--- src/rtl/bcd_disp_pkg.sv ---
// Shared constants for the multiplexed BCD 7-segment display:
// active-low segment patterns ({g,f,e,d,c,b,a}) and the digit-index type.
`timescale 1ns/1ps
package bcd_disp_pkg;

  localparam logic [6:0] SEG_0     = 7'h40;
  localparam logic [6:0] SEG_1     = 7'h79;
  localparam logic [6:0] SEG_2     = 7'h24;
  localparam logic [6:0] SEG_3     = 7'h30;
  localparam logic [6:0] SEG_4     = 7'h19;
  localparam logic [6:0] SEG_5     = 7'h12;
  localparam logic [6:0] SEG_6     = 7'h02;
  localparam logic [6:0] SEG_7     = 7'h78;
  localparam logic [6:0] SEG_8     = 7'h00;
  localparam logic [6:0] SEG_9     = 7'h10;
  localparam logic [6:0] SEG_BLANK = 7'h7F;
  localparam logic [6:0] SEG_DASH  = 7'h3F;

  typedef logic [1:0] dig_idx_t;

  localparam dig_idx_t DIG_UNITS    = 2'd0;
  localparam dig_idx_t DIG_TENS     = 2'd1;
  localparam dig_idx_t DIG_HUNDREDS = 2'd2;

endpackage

--- src/rtl/bcd_disp_to_seg.sv ---
// Combinational nibble-to-segment decoder; non-decimal nibbles show a dash,
// and the blank flag overrides everything with all segments off.
`timescale 1ns/1ps
module bcd_to_seg
  import bcd_disp_pkg::*;
(
  input  logic [3:0] nibble,
  input  logic       blank,
  output logic [6:0] seg_n
);

  always_comb begin
    seg_n = SEG_DASH;
    if (blank) begin
      seg_n = SEG_BLANK;
    end else begin
      case (nibble)
        4'd0: seg_n = SEG_0;
        4'd1: seg_n = SEG_1;
        4'd2: seg_n = SEG_2;
        4'd3: seg_n = SEG_3;
        4'd4: seg_n = SEG_4;
        4'd5: seg_n = SEG_5;
        4'd6: seg_n = SEG_6;
        4'd7: seg_n = SEG_7;
        4'd8: seg_n = SEG_8;
        4'd9: seg_n = SEG_9;
        default: seg_n = SEG_DASH;
      endcase
    end
  end

endmodule

--- src/rtl/bcd_scan_display.sv ---
// Three-digit scanned 7-segment driver with a one-word pending buffer that is
// only copied into the display register at a frame boundary.
`timescale 1ns/1ps
module bcd_scan_display
  import bcd_disp_pkg::*;
#(
  parameter int CLK_DIV  = 50000,
  parameter bit BLANK_LZ = 1'b1
) (
  input  logic        clk,
  input  logic        rst_n,
  input  logic        bcd_valid,
  input  logic [11:0] bcd_in,
  output logic        bcd_ready,
  output logic [6:0]  seg_n,
  output logic [2:0]  an_n,
  output logic        digit_err
);

  localparam int PW = (CLK_DIV > 1) ? $clog2(CLK_DIV) : 1;

  logic [PW-1:0] presc_reg;
  dig_idx_t      idx_reg;
  logic [11:0]   disp_reg;
  logic [11:0]   pend_reg;
  logic          pend_full_reg;

  logic          tc;
  logic          apply;
  logic          accept;
  logic [2:0]    blank;
  logic [2:0]    nib_err;
  logic [6:0]    dig_seg [3];
  logic [6:0]    seg_next;
  logic [2:0]    an_next;

  assign tc        = (presc_reg == PW'(CLK_DIV - 1));
  assign apply     = tc && (idx_reg == DIG_HUNDREDS);
  assign bcd_ready = !pend_full_reg;
  assign accept    = bcd_valid && !pend_full_reg;

  // Tens is only a leading zero when hundreds is zero too; units always shows.
  assign blank[0] = 1'b0;
  assign blank[1] = BLANK_LZ && (disp_reg[11:8] == 4'd0) && (disp_reg[7:4] == 4'd0);
  assign blank[2] = BLANK_LZ && (disp_reg[11:8] == 4'd0);

  generate
    for (genvar gi = 0; gi < 3; gi++) begin : g_digit
      bcd_to_seg u_dec (
        .nibble (disp_reg[4*gi +: 4]),
        .blank  (blank[gi]),
        .seg_n  (dig_seg[gi])
      );
      assign nib_err[gi] = (disp_reg[4*gi +: 4] > 4'd9);
    end
  endgenerate

  always_comb begin
    seg_next = dig_seg[0];
    an_next  = 3'b110;
    case (idx_reg)
      DIG_TENS: begin
        seg_next = dig_seg[1];
        an_next  = 3'b101;
      end
      DIG_HUNDREDS: begin
        seg_next = dig_seg[2];
        an_next  = 3'b011;
      end
      default: begin
        seg_next = dig_seg[0];
        an_next  = 3'b110;
      end
    endcase
  end

  always_ff @(posedge clk or negedge rst_n) begin
    if (!rst_n) begin
      presc_reg <= '0;
      idx_reg   <= DIG_UNITS;
    end else if (tc) begin
      presc_reg <= '0;
      idx_reg   <= (idx_reg == DIG_HUNDREDS) ? DIG_UNITS : idx_reg + 2'd1;
    end else begin
      presc_reg <= presc_reg + PW'(1);
    end
  end

  // Accept and apply never coincide: accepting needs an empty pending slot.
  always_ff @(posedge clk or negedge rst_n) begin
    if (!rst_n) begin
      disp_reg      <= 12'h000;
      pend_reg      <= 12'h000;
      pend_full_reg <= 1'b0;
    end else if (apply && pend_full_reg) begin
      disp_reg      <= pend_reg;
      pend_full_reg <= 1'b0;
    end else if (accept) begin
      pend_reg      <= bcd_in;
      pend_full_reg <= 1'b1;
    end
  end

  always_ff @(posedge clk or negedge rst_n) begin
    if (!rst_n) begin
      seg_n     <= SEG_BLANK;
      an_n      <= 3'b111;
      digit_err <= 1'b0;
    end else begin
      seg_n     <= seg_next;
      an_n      <= an_next;
      digit_err <= |nib_err;
    end
  end

endmodule
--- config.mk ---
export PLATFORM = sky130hd
export DESIGN_NAME = bcd_scan_display
export DESIGN_NICKNAME = d
export VERILOG_FILES = /design/src/rtl/bcd_disp_pkg.sv /design/src/rtl/bcd_disp_to_seg.sv /design/src/rtl/bcd_scan_display.sv
export SDC_FILE = /design/constraint.sdc
export NUM_CORES = 1
export LEC_CHECK = 0
export ABC_AREA = 1
export BUFFER_PORTS_ARGS = -buffer_cell sky130_fd_sc_hd__buf_4
export CAP_MARGIN = 10
export CORE_AREA = 2 2 104 106
export CTS_BUF_LIST = sky130_fd_sc_hd__clkbuf_16
export CTS_CLUSTER_SIZE = 12
export DETAILED_ROUTE_END_ITERATION = 8
export DIE_AREA = 0 0 106 108
export HOLD_SLACK_MARGIN = 0.02
export PLACE_DENSITY = 0.52
export SKIP_CTS_REPAIR_TIMING = 1
export SYNTH_ARGS = -nofsm -noshare
export SYNTH_HDL_FRONTEND = slang
export SYNTH_SLANG_ARGS = --single-unit
export TNS_END_PERCENT = 5
--- constraint.sdc ---
create_clock -name clk -period 1.5 [get_ports clk]
set_clock_uncertainty 0.2 [all_clocks]
set_input_delay 0.45 -clock clk [delete_from_list [all_inputs] [get_ports clk]]
set_output_delay 0.45 -clock clk [all_outputs]
set_load 0.005 [all_outputs]
==> results, run 1 <==
- The area share of the largest cell type after synthesis is 36.5%.
- Before CTS, the worst setup slack after placement is -0.0930 ns.
- The total non-filler cell area in the finished layout is 0.00425 mm².
- The arrival time of data at the critical path endpoint is about 1.6 ns.
- The initial antenna violation count came to 0.
- The final global-route overflow total is 0.
- The largest area contributor in the netlist is sky130_fd_sc_hd__dfrtp_1.
- Setup repair after global routing could not meet its margin everywhere.
- The top-level port count is 27.
- The final hold violation count is 0.
- The routed wirelength normalized by instance count is 11.2 µm.
- The starting density of the core is 29.5%.
- In this run the cell area of the synthesized design comes to 0.00302 mm².
- The synthesized design contains 54 register bits.
- The final weighted congestion of routability-driven global placement is 0.845.
- The number of flip-flops in the largest register is 16.
- The net total in the final layout is 497.
- The height of the chip is around 110 µm.
- The peak supply drop is 0.437 mV.
- Walking the worst path, the cells encountered are inv_4, ha_4, nand2_1, nand2_1, a21oi_1, or3_1.
- The average instance in the mapped netlist occupies roughly 8 µm².
- The checks that failed: negative setup slack.
- TritonCTS built the clock tree.
- The antenna violation net count after detailed routing is 0.
- At the worst endpoint, the required time is 1.47 ns.
- The power density over the cells is approximately 660 mW/mm².
- After detailed routing, the number of remaining DRC violations is 0.
- The total half-perimeter wirelength after legalization and detailed placement is 5040 µm.
- Clock latency on the worst-skew pair, taken at its later pin, is 0.29 ns.
- The critical path startpoint category is a register.
- The post-layout instance count excluding filler cells is between 500 and 600.
- The total number of clock tree sinks is 54.
- The maximum number of pins on one net before global-route repair is 27.
- The run finished, with violations left.
- The total of warnings raised by yosys is 0.
- The die covers 0.0114 mm².
- The total vias in the final route is 2554.
- The top cell types in the final layout, fill and taps aside, are sky130_fd_sc_hd__nand2_1, sky130_fd_sc_hd__buf_4, sky130_fd_sc_hd__dfrtp_1, sky130_fd_sc_hd__nor2_1, sky130_fd_sc_hd__inv_1.
- The placed cell count is ~580.
- The first global-routing pass estimated 11200 µm of wire.
- The die boundary width is around 110 µm.
- CTS placed an instance of sky130_fd_sc_hd__clkbuf_16 at the clock tree root.
- The remaining max-slew budget at the tightest pin is 81.2%.
- Setup slack on the critical path of the routed design comes to -0.0933 ns.
- The minimum clock period is 1.59 ns.
- The critical path in this run is classified as register to register.
- The synthesized netlist net count is 407.
- The class of the most critical hold timing path is primary input to register.
- Dividing the final minimum period by the clock period gives 106%.
- The cell that appears most often on the critical path is sky130_fd_sc_hd__nand2_1.
- Sequential elements use a little under half of the synthesized area.
- The completed layout was analyzed and its total power is 2810 µW.
- In this design, the stage delay of the slowest critical-path cell is ~0.48 ns.
- The growth of design area from synthesis to finish is 40.9%.
- The max-capacitance violation count is 0.
- The cell count after synthesis came out at between 300 and 400.
- In this run the worst path has a maximum fanout of 4.
- Sorting the synthesized cells by area gives the leading types as sky130_fd_sc_hd__dfrtp_1, sky130_fd_sc_hd__nand2_1, sky130_fd_sc_hd__dfstp_2.
- 0 antenna diodes ended up in the layout.
- The measured slew at the worst slew-check pin is 0.279 ns.
- The number of different library cells used by synthesis comes to 28.
- The maximum frequency from static timing analysis is 628 MHz.
- After the first detailed-routing iteration, the DRC count stood at 62.
- In the final layout, the share of cells above drive strength 1 is 37.2%.
- The number of global-route vias before repair is about 2.5k.
- Global routing used 12.1% of the available tracks across all layers.
- For the final routed database, the setup TNS stands at -1.91 ns.
- The number of buffers added by the clock tree synthesis step is 5.
- The final max-slew violation count is 0.
- Clock-pin slew was measured on the worst setup and hold paths at 0.08 ns.
- The leakage power is 0.00213 µW.
- The clock passes through at most 2 buffers.
- The number of H-tree levels is 2.
- Among all stages on the critical path, the largest delay is contributed by sky130_fd_sc_hd__dfrtp_2.
- Buffers placed on the I/O ports in this run total 26.
- The final number of setup-violating endpoints is 42.
- The routed design has 6670 µm of wire.
- STA classifies the critical path endpoint as a register.
- The core outline area is 0.0102 mm².
- The number of placement rows is 37.
- In this run the cell area measured after placement is 0.00377 mm².
- The detailed-routing iteration count for the pre-antenna-repair pass is 4.
- Leaving out fill and tap cells, the most frequent cell in the layout is sky130_fd_sc_hd__nand2_1.
- The via density per instance is 4.27.
[final cells by class]
cell class | instances | area (µm²)
Fill cell | 1024 | 5980
Multi-Input combinational cell | 263 | 1590
Sequential cell | 54 | 1370
Timing Repair Buffer | 88 | 764
Inverter | 48 | 200
Tap cell | 136 | 170
Clock buffer | 5 | 125
Clock inverter | 3 | 25.0
Timing Repair inverter | 1 | 6.26
[kinds of logic after synthesis]
kind of cell	after synthesis	share of synthesized area (%)
AOI/OAI and AO/OA	32	5.60
xor gates and xnor gates	6	1.74
adders and majority gates	21	8.71
buffers and inverters	55	7.67
DFF	54	45.2
muxes	12	4.48
and+or+nand+nor	191	26.6
[report_power, final]
part           switching (µW)  internal (µW)
clock                     558            629
combinational            43.5           61.5
sequential               21.5           1490
[metal layers]
metal	share of wire, %	routed length [µm]	track usage (%)	vias up
met5	0	0	0	-
met3	2.7	181	1.87	8
li1	-	-	-	1347
met4	1.5	98	4.61	0
met1	51	3380	16.5	1154
met2	45	3000	19.4	45
[synthesized netlist by cell type (all sizes together)]
cell type / number
a21oi: 12
a31oi: 2
buf: 6
clkbuf: 1
clkinv: 1
dfrtp: 44
dfstp: 10
ha: 21
inv: 47
mux2: 12
nand2: 107
nand3: 36
nand3b: 1
nand4: 1
nor2: 42
nor3: 2
o2111ai: 1
o21ai: 16
o21bai: 1
or2: 1
or3: 1
xor2: 6
[worst paths after layout]
check	start	end	slack, ns	cells past startpoint
setup / recovery	disp_reg[4]	digit_err	-0.09	6
hold / removal	bcd_valid	pend_full_reg	0.16	3
setup reg to reg	disp_reg[4]	digit_err	-0.09	6
hold reg to reg	pend_reg[6]	disp_reg[6]	0.31	2
max in group asynchronous	rst_n	seg_n[4]	0.31	3
min in group asynchronous	rst_n	pend_reg[6]	0.33	2
[metrics by stage]
stage          utilization [%]  hold WS, ns
5_1_grt                   41.6        0.168
3_3_place_gp              36.9       0.0978
4_1_cts                   38.4       -0.221
6_report                  41.6        0.156
3_5_place_dp              36.9       0.0970
2_1_floorplan                -      -0.0456
[critical path, delay by kind of cell, from the launching register on]
family / cells / cell delay, ns
buf+inv: 1 / 0.11
compound gates: 1 / 0.04
flops: 1 / 0.48
simple gates: 3 / 0.52
fa+ha+maj: 1 / 0.12
Note: power is estimated with default switching activity, not from simulation.
==> run 2: changes to the inputs <==
--- a/config.mk
+++ b/config.mk
@@ -14,7 +14,7 @@
 export DETAILED_ROUTE_END_ITERATION = 8
 export DIE_AREA = 0 0 106 108
 export HOLD_SLACK_MARGIN = 0.02
-export PLACE_DENSITY = 0.52
+export PLACE_DENSITY = 0.5
 export SKIP_CTS_REPAIR_TIMING = 1
 export SYNTH_ARGS = -nofsm -noshare
 export SYNTH_HDL_FRONTEND = slang
==> constraint.sdc (replaced) <==
create_clock -name clk -period 1.72 [get_ports clk]
set_clock_uncertainty 0.2 [all_clocks]
set_input_delay 0.516 -clock clk [delete_from_list [all_inputs] [get_ports clk]]
set_output_delay 0.516 -clock clk [all_outputs]
set_load 0.005 [all_outputs]
==> run 2 against run 1 <==
  * Register-to-register slack gained 0.17 ns
  * Sequential share of layout area up 4.6 points
  * Final cell count shrank 7.0%
  * Maximum frequency shrank 3.3%
  * Highest routed layer unchanged
  * Global-route usage down 1.1 points
  * Critical path depth rose by 3
  * Sequential power fell by 13%
  * Largest cell class unchanged
  * The run now ends clean
  * Utilization fell by 5.3 points
  * Via count shrank 6.7%
  * Critical path type unchanged
==> results, run 2 (synthesis results as in run 1) <==
- The maximum frequency from static timing analysis is 607 MHz.
- The antenna violation net count after detailed routing is 0.
- The detailed-routing iteration count for the pre-antenna-repair pass is 4.
- The die boundary width is 106 µm.
- The final hold violation count is 0.
- Summing all multi-input logic gate instances after layout gives about 0.0014 mm².
- Across the run, the number of max-cap violations was 0.
- The global-route wire length before repair is roughly 10000 µm.
- The worst path meets setup with 0.0732 ns of slack.
- The data required time of the critical path is roughly 1.7 ns.
- Counting the buffers created by CTS gives 5.
- The peak supply drop is just under 0.5 mV.
- The arrival time of data at the critical path endpoint is 1.62 ns.
- The worst setup path is launched from a register.
- The power density over the cells is 661 mW/mm².
- The type of the worst setup path is register to register.
- The share of the core filled with cells is 36.3%.
- The via density per instance is approximately 4.3.
- In the routed design, unresolved DRC markers number 0.
- The starting density of the core is 29.5%.
- The routed wirelength normalized by instance count is approximately 11 µm.
- After layout, the minimum clock period comes to 1.65 ns.
- The leakage power is 0.00189 µW.
- OpenSTA, run right after detailed placement, puts the worst setup slack at 0.0396 ns.
- Summed over all layers, the global routing overflow is 0.
- Setup repair after global routing could not meet its margin everywhere.
- The worst hold-check slack is 0.231 ns.
- TritonCTS built the clock tree.
- The total half-perimeter wirelength after legalization and detailed placement is 4730 µm.
- The highest net fanout along the worst path is 7.
- After floorplanning, the core was divided into 37 placement rows.
- The cell sitting at the root of the clock tree is a sky130_fd_sc_hd__clkbuf_16.
- The floorplan step set the die height to 108 µm.
- The register with the most flip-flops in the layout has 16 of them.
- The number of port buffers is 26.
- The total global-route track usage is between 10% and 20%.
- On the worst path, the slowest cell contributes a delay of 0.39 ns.
- For the pin with the worst max-slew slack, the measured transition is 0.330 ns.
- Counting the fill cells in the layout gives 1032.
- The number of global-route vias before repair is 2262.
- The endpoint type of the worst setup path is a register.
- The remaining max-slew budget at the tightest pin is between 70% and 80%.
- The total number of clock tree sinks is 54.
- The clock passes through at most 2 buffers.
- Registers take 0.00136 mm².
- The number of H-tree levels is 2.
- The run finished with clean final reports.
- The most frequent standard cell in the layout excluding fill and tap cells is sky130_fd_sc_hd__nand2_1.
- Summed over all layers, the routed wires come to roughly 6000 µm.
- The die covers 0.0114 mm².
- The master of the slowest instance on the critical path is sky130_fd_sc_hd__dfrtp_1.
- Walking the worst path, the cells encountered are ha_2, nand2_1, inv_2, nand2_2, nor2_4, nand2_4, buf_6, o21ai_1, a21oi_1.
- In the layout the commonest cells are sky130_fd_sc_hd__nand2_1, sky130_fd_sc_hd__dfrtp_1, sky130_fd_sc_hd__buf_4, sky130_fd_sc_hd__nor2_1, sky130_fd_sc_hd__inv_1.
- The later pin in the worst-skew pair is clocked with a latency of 0.29 ns.
- The design draws 2460 µW.
- The number of diodes is 0.
- The area growth from synthesis to layout is 23.1%.
- In the final layout, the share of cells above drive strength 1 is approximately a quarter.
- The final critical-path share of the clock period is 95.7%.
- The final layout contains ~460 nets.
- The maximum number of pins on one net before global-route repair is 26.
- After the first detailed-routing iteration, the DRC count stood at between 100 and 150.
- The core region is 0.0102 mm².
- After clock tree synthesis, the clock-pin slew on the worst setup and hold paths is 0.07 ns.
- Setup violations remaining at the end of the flow were counted as 0.
- The initial antenna violation count is 0.
- Setup total negative slack on the finished layout was measured at 0 ns.
- The routed layout has 2384 vias.
- The congestion estimate from routability-driven global placement came to 0.841.
- The final max-slew violation count is 0.
- The class of the most critical hold timing path is primary input to register.
- 27 I/O pins were placed.
-- run 2: cell types whose count changed in the layout (fill, tap and decap cells not counted), sizes merged --
cell	change
nand2	-1
clkinvlp	-1
clkinv	-1
inv	+1
buf	-40
-- run 2: cell type report --
class / count / share of cell area (%)
Clock inverter: 3 / 0.707
Tap cell: 136 / 4.58
Sequential cell: 54 / 36.7
Clock buffer: 5 / 3.37
Multi-Input combinational cell: 262 / 38.9
Timing Repair Buffer: 48 / 10.5
Inverter: 48 / 5.19
-- run 2: through the flow --
stage,cell area (µm²),cells
2_1_floorplan,3020,371
3_3_place_gp,3510,546
3_5_place_dp,3510,546
4_1_cts,3660,554
5_1_grt,3710,556
6_report,3710,556
-- run 2: per-layer routing --
metal	vias up	GRT usage (%)	share of wire [%]	wire length (µm)
met5	-	0	0	0
met4	0	3.29	0.92	55
met3	2	1.81	3.8	229
met2	55	16.7	42	2550
met1	1057	16.1	53	3180
li1	1270	-	-	-
-- run 2: path summary, 6_finish.rpt --
path | start | end | slack [ns] | depth (start not counted)
worst min-delay path | bcd_valid | pend_full_reg | 0.23 | 3
worst max register to register | presc_reg[0] | presc_reg[8] | 0.07 | 9
worst min register to register | presc_reg[0] | presc_reg[0] | 0.28 | 1
worst max-delay path | presc_reg[0] | presc_reg[8] | 0.07 | 9
min in group asynchronous | rst_n | disp_reg[8] | 0.45 | 2
max in group asynchronous | rst_n | an_n[0] | 0.35 | 3
-- run 2: worst max-delay path: cells and delay by family, from the launching register on --
kind                       cells  cell delay [ns]
DFF                            1             0.39
adders and majority gates      1             0.20
and+or+nand+nor                4             0.34
buffers and inverters          2             0.22
AOI/OAI and AO/OA              2             0.18
-- run 2: where the power goes --
part	total [µW]	internal [µW]	switching [µW]
Combinational	86.6	50.4	36.2
Clock	1050	557	493
Sequential	1320	1300	18.0
Total	2460	1910	547
==> run 3: changes to the inputs <==
--- a/config.mk
+++ b/config.mk
@@ -6,7 +6,7 @@
 export NUM_CORES = 1
 export LEC_CHECK = 0
 export ABC_AREA = 1
-export BUFFER_PORTS_ARGS = -buffer_cell sky130_fd_sc_hd__buf_4
+export BUFFER_PORTS_ARGS = -buffer_cell sky130_fd_sc_hd__buf_2
 export CAP_MARGIN = 10
 export CORE_AREA = 2 2 104 106
 export CTS_BUF_LIST = sky130_fd_sc_hd__clkbuf_16
==> run 3 against run 2 <==
  * Setup slack got worse by 0.029 ns
  * Worst hold slack gained 0.022 ns
  * Power rose by 3.4%
  * Combinational power decreased by 7.3%
  * Maximum frequency down 1.7%
  * Utilization down 0.53 points
  * Routed wire length up 4.3%
  * Largest cell class unchanged
  * Largest power group unchanged
==> results, run 3 (synthesis results as in run 1) <==
- The flow ran to the end, and the final reports show no timing, DRC or antenna violations.
- After floorplanning, the core was sized to cover roughly 0.01 mm².
- The total DRC errors in the routed layout is 0.
- The number of violations reported at the end of detailed-routing iteration 0 is 114.
- Of the total power, the share spent switching nets is 20.2%.
- The clock insertion delay at the later pin of the skew report is 0.29 ns.
- The max-capacitance violation count is 0.
- Input and output buffers added on the ports amount to 26.
- The worst slack after detailed placement is about 0.043 ns.
- The maximum number of pins on one net before global-route repair is 20.
- The post-layout total power is 2540 µW.
- The die is 106 µm wide.
- The top cell types in the final layout, fill and taps aside, are sky130_fd_sc_hd__nand2_1, sky130_fd_sc_hd__inv_1, sky130_fd_sc_hd__dfrtp_1, sky130_fd_sc_hd__nor2_1, sky130_fd_sc_hd__nand3_1.
- The final number of setup-violating endpoints is 0.
- The total global-route track usage is 11.7%.
- In this run the power density over the cells is between 600 and 700 mW/mm².
- The number of buffers added by the clock tree synthesis step is 5.
- Per report_power, the combinational group accounts for 3.2% of the total.
- The height of the chip is 108 µm.
- The peak supply drop is 0.366 mV.
- The startpoint identified for the worst register-to-register timing path is presc_reg[0].
- The endpoint type of the worst setup path is a register.
- The initialized floorplan defines 37 standard-cell rows.
- The first TritonRoute pass finished after 4 iterations.
- The data required time of the critical path is about 1.7 ns.
- The delay of the slowest cell on the worst path is around 0.38 ns.
- The first global-routing pass estimated 10900 µm of wire.
- The fraction of final layout cells sized beyond drive strength 1 is 21.6%.
- Setup repair after global routing could not meet its margin everywhere.
- The proportion of power drawn by the clock network is 44.8%.
- Counting instances, the worst hold path has a depth of 2.
- The startpoint of the most critical setup path is presc_reg[0].
- The clock-pin transition on the worst setup and hold timing paths is roughly 0.07 ns.
- The number of antenna diodes in the final layout is 0.
- Leaving out fill and tap cells, the most frequent cell in the layout is sky130_fd_sc_hd__nand2_1.
- The highest net fanout along the worst path is 7.
- The measured slew at the worst slew-check pin is approximately 0.37 ns.
- Of the total power, registers draw a little over half.
- The number of global-route vias before repair is 2332.
- The type of the worst setup path is register to register.
- The total half-perimeter wirelength after legalization and detailed placement is between 4000 and 5000 µm.
- The accumulated negative setup slack is 0 ns.
- Pin placement for this block handled 27 I/O pins.
- The arrival time of data at the critical path endpoint is 1.65 ns.
- The root buffer cell is sky130_fd_sc_hd__clkbuf_16.
- Counting buffers and inverters, the worst setup path is 9 cells deep.
- In this run the static leakage power is 0.00188 µW.
- The internal cell power is ~2000 µW.
- The sum of buffers and inverters on the critical path is 2.
- The worst setup slack after layout is roughly 0.044 ns.
- The initial antenna violation count is 0.
- The critical path startpoint category is a register.
- The H-tree generated during clock tree synthesis spans 2 levels.
- The timing endpoint of the critical path is presc_reg[8].
- The setup slack on the worst flop-to-flop path is 0.04 ns.
- No sink is reached through more buffers than the 2 on the longest clock path.
- The total vias in the final route is between 2k and 2.5k.
- On the critical path, the stage with the largest delay is an instance of sky130_fd_sc_hd__dfrtp_1.
- After detailed routing, the average wire length per cell comes to 11.3 µm.
- The die covers approximately 0.011 mm².
- Walking the worst path, the cells encountered are ha_1, nand2_1, inv_2, nand2_2, nor2_4, nand2_4, buf_4, o21ai_1, a21oi_1.
- The total overflow left after global routing is 0.
- The final wirelength is 6270 µm.
- The clock tree from TritonCTS is yes.
- The final max-slew violation count is 0.
- Once layout is complete, the cells apart from fillers number 557.
- For this configuration, the core starts out at a cell density of 29.5%.
- In the final design database the tool counted roughly 460 nets.
- The number of cells traversed by the worst register-to-register path is 9.
- The final hold violation count is 0.
- The growth of design area from synthesis to finish is 21.3%.
- The placed cell count is 548.
- The register with the most flip-flops in the layout has 16 of them.
- Counting I/O delays and the setup requirement, the final critical path takes 1.68 ns.
- In this run the critical register-to-register path is captured at presc_reg[8].
- The class of the most critical hold timing path is primary input to register.
- The via density per instance is 4.37.
- The maximum frequency from static timing analysis is roughly 600 MHz.
- The total number of clock tree sinks is 54.
- The remaining max-slew budget at the tightest pin is between 70% and 80%.
- The antenna violation net count after detailed routing is 0.
- The switching power is 512 µW.
- After layout, the worst path uses 97.4% of the clock period.
- At the end of routability-driven placement, the weighted congestion stood at 0.826.
- The family with the most delay on the worst path is flip-flops.
## run 3: cell types whose count changed in the layout (fill, tap and decap cells not counted), sizes merged
cell      previous run  this run
inv                 50        48
buf                 47        48
clkinvlp             0         1
bufinv               0         1
## run 3: stage by stage
stage / hold slack [ns] / area [µm²] / utilization (%)
floorplan: 0.0204 / 3020 / -
global placement: 0.246 / 3460 / 33.8
global route: 0.242 / 3660 / 35.8
CTS: -0.0664 / 3630 / 35.5
finish: 0.253 / 3660 / 35.8
detailed placement: 0.251 / 3460 / 33.8
## run 3: area by class of cell
class,instances,area [µm²]
Clock buffer,5,125
Multi-Input combinational cell,262,1440
Timing Repair Buffer,49,330
Clock inverter,3,41.3
Sequential cell,54,1370
Tap cell,136,170
Inverter,48,193
Fill cell,1093,6570
## run 3: power by group through the flow
stage / Combinational [µW] / Sequential [µW] / Clock (µW)
3_5_place_dp: 82.0 / 1340 / 0
4_1_cts: 82.2 / 1320 / 1180
2_1_floorplan: 28.2 / 1340 / 0
3_3_place_gp: 79.7 / 1340 / 0
6_report: 80.3 / 1320 / 1140
5_1_grt: 91.8 / 1320 / 1230
## run 3: metal layers
layer / wire length (µm) / track usage, % / vias up / share of wire, %
met4: 68 / 3.67 / 0 / 1.1
met1: 3410 / 17.0 / 1121 / 54
met3: 192 / 1.93 / 6 / 3.1
met5: 0 / 0 / - / 0
met2: 2600 / 18.0 / 42 / 41
li1: - / - / 1266 / -
## run 3: worst min-delay path by stage
stage	from	endpoint	slack, ns
after detailed placement	rst_n	disp_reg[6]	0.25
after global placement	rst_n	disp_reg[7]	0.25
after CTS	rst_n	disp_reg[6]	-0.07
after floorplan	rst_n	digit_err	0.02
after global routing	bcd_in[1]	pend_reg[1]	0.24
final	bcd_in[9]	pend_reg[9]	0.25
